`config.mk`:
```
export PLATFORM = sky130hd
export DESIGN_NAME = modulation_segment_0_with_control_flat
export DESIGN_NICKNAME = d
export VERILOG_FILES = /design/src/rtl/modulation_segment_0_with_control_if.sv /design/src/rtl/modulation_segment_0_with_control.sv /design/src/flat_wrapper.sv
export SDC_FILE = /design/constraint.sdc
export NUM_CORES = 1
export LEC_CHECK = 0
export BUFFER_PORTS_ARGS = -buffer_cell sky130_fd_sc_hd__clkbuf_2
export CORE_MARGIN = 3
export CORE_UTILIZATION = 60
export CTS_CLUSTER_DIAMETER = 80
export DETAILED_ROUTE_END_ITERATION = 8
export GPL_ROUTABILITY_DRIVEN = 1
export PLACE_DENSITY = 0.93
export SLEW_MARGIN = 20
export SYNTH_ARGS = -nofsm -noshare
export SYNTH_HDL_FRONTEND = slang
export SYNTH_SLANG_ARGS = --single-unit
```
`constraint.sdc`:
```
create_clock -name clk -period 5.15 [get_ports clk]
set_input_delay 0.2575 -clock clk [delete_from_list [all_inputs] [get_ports clk]]
set_output_delay 0.2575 -clock clk [all_outputs]
set_load 0.05 [all_outputs]
```
`src/rtl/modulation_segment_0_with_control_if.sv`:
```
// rtl/modulation_segment_0_with_control_if.sv - frame bus for the segment modulator; output_parity present only with MOD_PARITY_EN
interface modulation_segment_0_with_control_if #(
  parameter int WIDTH = 32
);
  logic             start;
  logic [WIDTH-1:0] segment_0;
  logic [WIDTH-1:0] segment_1;
  logic [WIDTH-1:0] segment_2;
  logic [WIDTH-1:0] segment_3;
  logic [WIDTH-1:0] segment_4;
  logic [WIDTH-1:0] segment_5;
  logic [WIDTH-1:0] segment_6;
  logic [WIDTH-1:0] segment_7;
  logic [WIDTH-1:0] segment_8;
  logic [WIDTH-1:0] segment_9;
  logic [WIDTH-1:0] output_bit;
  logic             out_valid;
  logic [3:0]       seg_index;
  logic             valid;
  logic             busy;
`ifdef MOD_PARITY_EN
  logic             output_parity;
`endif

  modport master (
    output start,
    output segment_0, segment_1, segment_2, segment_3, segment_4,
    output segment_5, segment_6, segment_7, segment_8, segment_9,
    input  output_bit, out_valid, seg_index, valid, busy
`ifdef MOD_PARITY_EN
    , input output_parity
`endif
  );

  modport slave (
    input  start,
    input  segment_0, segment_1, segment_2, segment_3, segment_4,
    input  segment_5, segment_6, segment_7, segment_8, segment_9,
    output output_bit, out_valid, seg_index, valid, busy
`ifdef MOD_PARITY_EN
    , output output_parity
`endif
  );
endinterface

```
`src/rtl/modulation_segment_0_with_control.sv`:
```
// rtl/modulation_segment_0_with_control.sv - differential segment modulator with start/valid/busy handshake; MOD_PARITY_EN adds output_parity
module modulation_segment_0_with_control #(
  parameter int               WIDTH   = 32,
  parameter int               NUM_SEG = 10,
  parameter int               LATENCY = 3,
  parameter logic [WIDTH-1:0] SEED    = '0
) (
  input logic clk,
  input logic reset,
  modulation_segment_0_with_control_if.slave bus
);
  // fill counter only needs to reach LATENCY-2
  localparam int FW = (LATENCY > 2) ? $clog2(LATENCY) : 1;

  typedef enum logic [1:0] {IDLE, FILL, SEND, DONE} state_t;

  state_t           state_q, state_d;
  logic [WIDTH-1:0] seg_in [NUM_SEG];
  logic [WIDTH-1:0] bank   [NUM_SEG];
  logic [WIDTH-1:0] prev_q;
  logic [WIDTH-1:0] word_d;
  logic [FW-1:0]    fill_q;
  logic [3:0]       idx_q;
  logic [WIDTH-1:0] obit_q;
  logic             ovalid_q;
  logic [3:0]       sidx_q;
  logic             valid_q;

  assign seg_in[0] = bus.segment_0;
  assign seg_in[1] = bus.segment_1;
  assign seg_in[2] = bus.segment_2;
  assign seg_in[3] = bus.segment_3;
  assign seg_in[4] = bus.segment_4;
  assign seg_in[5] = bus.segment_5;
  assign seg_in[6] = bus.segment_6;
  assign seg_in[7] = bus.segment_7;
  assign seg_in[8] = bus.segment_8;
  assign seg_in[9] = bus.segment_9;

  assign bus.output_bit = obit_q;
  assign bus.out_valid  = ovalid_q;
  assign bus.seg_index  = sidx_q;
  assign bus.valid      = valid_q;
  assign bus.busy       = ~valid_q;

  // state register
  always_ff @(posedge clk or negedge reset) begin
    if (!reset) state_q <= IDLE;
    else        state_q <= state_d;
  end

  // next state: dropping start anywhere in a frame returns to IDLE
  always_comb begin
    state_d = state_q;
    case (state_q)
      IDLE: if (bus.start) state_d = (LATENCY == 1) ? SEND : FILL;
      FILL: begin
        if (!bus.start)                        state_d = IDLE;
        else if (fill_q == FW'(LATENCY - 2))   state_d = SEND;
      end
      SEND: begin
        if (!bus.start)                        state_d = IDLE;
        else if (idx_q == 4'(NUM_SEG))         state_d = DONE;
      end
      DONE: if (!bus.start) state_d = IDLE;
      default: state_d = IDLE;
    endcase
  end

  // next modulated word; idx_q reaches NUM_SEG only on the DONE transition
  always_comb begin
    word_d = '0;
    if (idx_q < 4'(NUM_SEG)) word_d = bank[idx_q] ^ prev_q;
  end

  // capture bank, chain words, drive registered outputs
  always_ff @(posedge clk or negedge reset) begin
    if (!reset) begin
      for (int i = 0; i < NUM_SEG; i++) bank[i] <= '0;
      prev_q   <= '0;
      fill_q   <= '0;
      idx_q    <= '0;
      obit_q   <= '0;
      ovalid_q <= 1'b0;
      sidx_q   <= '0;
      valid_q  <= 1'b0;
    end else begin
      case (state_q)
        IDLE: begin
          obit_q   <= '0;
          ovalid_q <= 1'b0;
          sidx_q   <= '0;
          valid_q  <= 1'b0;
          if (bus.start) begin
            for (int i = 0; i < NUM_SEG; i++) bank[i] <= seg_in[i];
            prev_q <= SEED;
            fill_q <= '0;
            idx_q  <= '0;
          end
        end
        FILL: begin
          if (bus.start) fill_q <= fill_q + FW'(1);
          else           sidx_q <= '0;
        end
        SEND: begin
          if (!bus.start) begin
            obit_q   <= '0;
            ovalid_q <= 1'b0;
            sidx_q   <= '0;
          end else if (idx_q == 4'(NUM_SEG)) begin
            obit_q   <= '0;
            ovalid_q <= 1'b0;
            valid_q  <= 1'b1;
          end else begin
            obit_q   <= word_d;
            prev_q   <= word_d;
            ovalid_q <= 1'b1;
            sidx_q   <= idx_q;
            idx_q    <= idx_q + 4'd1;
          end
        end
        DONE: begin
          if (!bus.start) begin
            valid_q <= 1'b0;
            sidx_q  <= '0;
          end
        end
        default: ;
      endcase
    end
  end

`ifdef MOD_PARITY_EN
  logic parity_q;
  assign bus.output_parity = parity_q;

  // parity registered alongside the word it covers
  always_ff @(posedge clk or negedge reset) begin
    if (!reset)                                                   parity_q <= 1'b0;
    else if (state_q == SEND && bus.start && idx_q < 4'(NUM_SEG)) parity_q <= ^word_d;
    else                                                          parity_q <= 1'b0;
  end
`endif
endmodule

```
`src/flat_wrapper.sv`:
```
// flat-port wrapper written by rule: the top's interface ports become plain ports
module modulation_segment_0_with_control_flat 
#(
  parameter int               WIDTH   = 32,
  parameter int               NUM_SEG = 10,
  parameter int               LATENCY = 3,
  parameter logic [WIDTH-1:0] SEED    = '0
)
  (clk, reset, bus_start, bus_segment_0, bus_segment_1, bus_segment_2, bus_segment_3, bus_segment_4, bus_segment_5, bus_segment_6, bus_segment_7, bus_segment_8, bus_segment_9, bus_output_bit, bus_out_valid, bus_seg_index, bus_valid, bus_busy);
  modulation_segment_0_with_control_if #(.WIDTH(WIDTH)) bus_i ();
  input logic clk;
  input logic reset;
  input wire logic [$bits(bus_i.start)-1:0] bus_start;
  input wire logic [$bits(bus_i.segment_0)-1:0] bus_segment_0;
  input wire logic [$bits(bus_i.segment_1)-1:0] bus_segment_1;
  input wire logic [$bits(bus_i.segment_2)-1:0] bus_segment_2;
  input wire logic [$bits(bus_i.segment_3)-1:0] bus_segment_3;
  input wire logic [$bits(bus_i.segment_4)-1:0] bus_segment_4;
  input wire logic [$bits(bus_i.segment_5)-1:0] bus_segment_5;
  input wire logic [$bits(bus_i.segment_6)-1:0] bus_segment_6;
  input wire logic [$bits(bus_i.segment_7)-1:0] bus_segment_7;
  input wire logic [$bits(bus_i.segment_8)-1:0] bus_segment_8;
  input wire logic [$bits(bus_i.segment_9)-1:0] bus_segment_9;
  output wire logic [$bits(bus_i.output_bit)-1:0] bus_output_bit;
  output wire logic [$bits(bus_i.out_valid)-1:0] bus_out_valid;
  output wire logic [$bits(bus_i.seg_index)-1:0] bus_seg_index;
  output wire logic [$bits(bus_i.valid)-1:0] bus_valid;
  output wire logic [$bits(bus_i.busy)-1:0] bus_busy;
  assign bus_i.start = bus_start;
  assign bus_i.segment_0 = bus_segment_0;
  assign bus_i.segment_1 = bus_segment_1;
  assign bus_i.segment_2 = bus_segment_2;
  assign bus_i.segment_3 = bus_segment_3;
  assign bus_i.segment_4 = bus_segment_4;
  assign bus_i.segment_5 = bus_segment_5;
  assign bus_i.segment_6 = bus_segment_6;
  assign bus_i.segment_7 = bus_segment_7;
  assign bus_i.segment_8 = bus_segment_8;
  assign bus_i.segment_9 = bus_segment_9;
  assign bus_output_bit = bus_i.output_bit;
  assign bus_out_valid = bus_i.out_valid;
  assign bus_seg_index = bus_i.seg_index;
  assign bus_valid = bus_i.valid;
  assign bus_busy = bus_i.busy;
  modulation_segment_0_with_control #(.WIDTH(WIDTH), .NUM_SEG(NUM_SEG), .LATENCY(LATENCY), .SEED(SEED)) u_core (.clk(clk), .reset(reset), .bus(bus_i));
endmodule
```
==> results.ini <==
[status]
status=finished clean

[die]
boundaryPins=362
die_y_um=180
dieArea_um2=32500
rows=63
core_area_um2=29800
die_w_um=180
start_util_pct=61.1

[drt]
wl_met3_um=5140
first_iter_violations=1600
top_layer=met4
postRouteAntennaNets=0
wl_met1_um=21900
drc=0
vias=15000
first_pass_iters=6
routed_wl_um=65600
avgViaCountPerCell=6.37
met2WireLength_um=32600
routedWlPerCell_um=27.8

[global_route]
overflow=0
grt_pass1_vias=16400
grt_pass1_wl_um=98000
grt_max_degree=152
antenna_found_initial=10
grt_use_total_pct=39.3

[sta]
holdWs_ps=8.39
hold_viol=0
relSlewSlack_pct=26.6
fin_crit_ps=3730
period_share_pct=72.5
fin_tns_setup_ps=0
rsz0062_at_grt=false
tightest_slew_ps=1100
fmax_mhz=268
fin_worst_skew_ps=37.8
setup_violations=0
slew_violations=0

[yosys]
ys_ff_latch=398
synth-simple-area-share_pct=5.29
yosys_warnings=0
synth-compound-area-share_pct=4.68
synth_ff_type=dfrtp_1
synthArstFlopShare_pct=100
synth.avg_cell_area_um2=14.2
synth_top_family_by_area=multiplexers
synth_xor_area_share_pct=0.962
synth.area.mux_share_pct=31.3
syn_nets=1613
synth_adder_area_share_pct=0.206
synthDistinctLibCells=43
synth-edff-count=0
seq_area_frac_synth_pct=54.7
synthesis.area_um2=18200
syn_inst=1287

[critical_path]
worstPathRequired_ps=5600
critPathTopFamily=simple AND/OR/NAND/NOR gates
critPathMaxFanout=59
critPathMostFrequentCell=nand3_1
critPathLaunchType=flip-flop
critPathKind=reg2reg
path_buf_inv=0
crit_slowest_cell=nor2b_1
regToRegSetupSlack_ps=1420
critPathCaptureType=flip-flop
cp_slowest_stage_delay_ps=1110
cp_data_arrival_time_ps=4180
cp_cell_sequence=nand3b_1 > nand3_1 > nor2b_1 > a41oi_1 > nand3_1

[clock_tree]
cts_sinks=398
cts_root_buf=clkbuf_16
cts_buffer_depth=3
cts-resized-gates=0
postCtsSetupBuffers=0
htreeDepth=2
cts_hold_buf=306
cts_tree=done
cts.clk_slew.worst_paths_ps=60
clock_insertion_delay_worst_skew_ps=550
cts_buffers=41

[power]
internal_power_mw=7.66
p_leak_nw=10.8
power_switching_mw=3.87
total_power_mw=11.5
powerDensity_nw_per_um2=467
ir_drop_uv=404
p_seq_share_pct=43.7
pwr-share-clk_pct=26.7
sw_frac_of_total_pct=33.6
combPwrFrac_pct=29.6

[placed_design]
globalplace.congestion=0.829
placed_area_um2=20200
port_buffers=361
dpl.hpwl_um=32900

[final_layout]
fin_nets=2255
stdcell_area_um2=24700
drive_above_1_share_pct=42.9
n_fill_cell=1402
syn2layout_area_growth_pct=35.3

[job]
max-cap-violations=0

[hold_path]
hp-class=in2reg

-- cells in the mapped netlist, types with 2 or more instances --
cell type    n  area [um2]
dfrtp_1    398        9960
mux2_2     334        3760
nand2_1     86         323
mux2i_1     77         771
buf_2       51         255
mux4_2      44         991
nand3_1     37         185
o21ai_1     33         165
a21oi_1     21         105
clkbuf_1    20        75.1
xnor2_1     20         175
nor2b_1     17         106
a41oi_1     14         123
nand4b_1    14         123
a221o_1     13         130
o22ai_2     13         163
o21ai_0     11        55.1
or3_1       11        68.8
nor2_1       9        33.8
buf_4        8        60.1
mux4_1       7         184
inv_1        5        18.8
o22ai_1      5        31.3
a22oi_1      4        30.0
buf_6        4        45.0
nand2b_1     4        25.0
nor3_1       4        20.0
a22o_1       3        26.3
buf_12       3        60.1
ha_1         3        37.5
nand3b_1     2        15.0
-- area by class of cell --
class | count | area, um2 | share of cell area [%]
flip-flops and latches | 398 | 9970 | 40.4
multi-input cells | 796 | 7740 | 31.4
repair buffers | 686 | 5090 | 20.6
clock buffers | 58 | 1160 | 4.71
well taps | 390 | 488 | 1.98
clock inverters | 13 | 153 | 0.619
diodes | 10 | 25.0 | 0.102
inverters | 6 | 22.5 | 0.0914
-- cells in the final DEF, fill, tap and decap left out, drive strengths merged, types with 6 or more instances in the layout --
| cell type | netlist | routed |
|---|---|---|
| diode | 0 | 10 |
| a21oi | 21 | 21 |
| nor2 | 11 | 11 |
| o22ai | 18 | 18 |
| inv | 6 | 8 |
| or3 | 11 | 11 |
| dfrtp | 398 | 398 |
| nor2b | 17 | 17 |
| o21ai | 44 | 44 |
| nand3 | 37 | 37 |
| mux4 | 51 | 51 |
| mux2i | 77 | 77 |
| nand4b | 14 | 14 |
| xnor2 | 20 | 20 |
| mux2 | 334 | 334 |
| buf | 67 | 18 |
| nand2 | 87 | 87 |
| dlygate4sd3 | 0 | 308 |
| clkinv | 0 | 6 |
| clkbuf | 20 | 418 |
| a41oi | 14 | 14 |
| a221o | 13 | 13 |
-- final timing paths --
path                            cells past startpoint                                  start                                     to
worst max-delay path                                5            u_core.idx_q[2]$_DFFE_PN0P_  u_core.bus.output_bit[14]$_DFFE_PN0P_
worst min-delay path                                2                       bus_segment_8[1]            u_core.bank[33]$_DFFE_PN0P_
worst max register to register                      5            u_core.idx_q[2]$_DFFE_PN0P_  u_core.bus.output_bit[14]$_DFFE_PN0P_
worst min register to register                      2  u_core.bus.output_bit[27]$_DFFE_PN0P_  u_core.bus.output_bit[27]$_DFFE_PN0P_
max in group asynchronous                           3                                  reset           u_core.bank[105]$_DFFE_PN0P_
min in group asynchronous                           2                                  reset           u_core.bank[185]$_DFFE_PN0P_
-- metal layers --
| layer | up-vias | GRT usage, % |
|---|---|---|
| met5 | - | 0 |
| met4 | 0 | 28.4 |
| met3 | 402 | 7.75 |
| met2 | 1136 | 66.3 |
| met1 | 7466 | 45.0 |
| li1 | 6021 | - |
-- state kept, by name (all words and copies together), names as in the netlist --
signal	count
u_core.bank	320
u_core.fill_q	2
u_core.bus.output_bit	32
u_core.prev_q	32
u_core.state_q	2
u_core.bus.valid	1
u_core.bus.out_valid	1
u_core.bus.seg_index	4
u_core.idx_q	4
-- metrics by stage --
step	util, %	worst slack, ps	instances
2_1_floorplan	-	2840	1287
3_3_place_gp	67.9	1660	1968
3_5_place_dp	67.9	1600	1968
4_1_cts	82.6	1580	2345
5_1_grt	82.7	1260	2357
6_report	82.7	1420	2357
-- power groups by stage --
stage | combinational [mW] | clock [mW] | sequential [mW]
after CTS | 3.15 | 2.95 | 4.77
after global routing | 3.57 | 3.19 | 5.07
final | 3.41 | 3.07 | 5.03
after global placement | 2.81 | 0 | 4.71
after floorplan | 2.19 | 0 | 4.66
after detailed placement | 2.94 | 0 | 4.81
-- logic make-up (layout without fill, tap and decap cells) --
group	count (synthesis)	count (layout)
compound gates	120	120
xor+xnor	20	20
flops	398	398
other cells	0	10
fa+ha+maj	3	3
mux	462	462
buf+inv	93	763
simple gates	191	191
No activity file was read; power rests on OpenSTA's default activity.
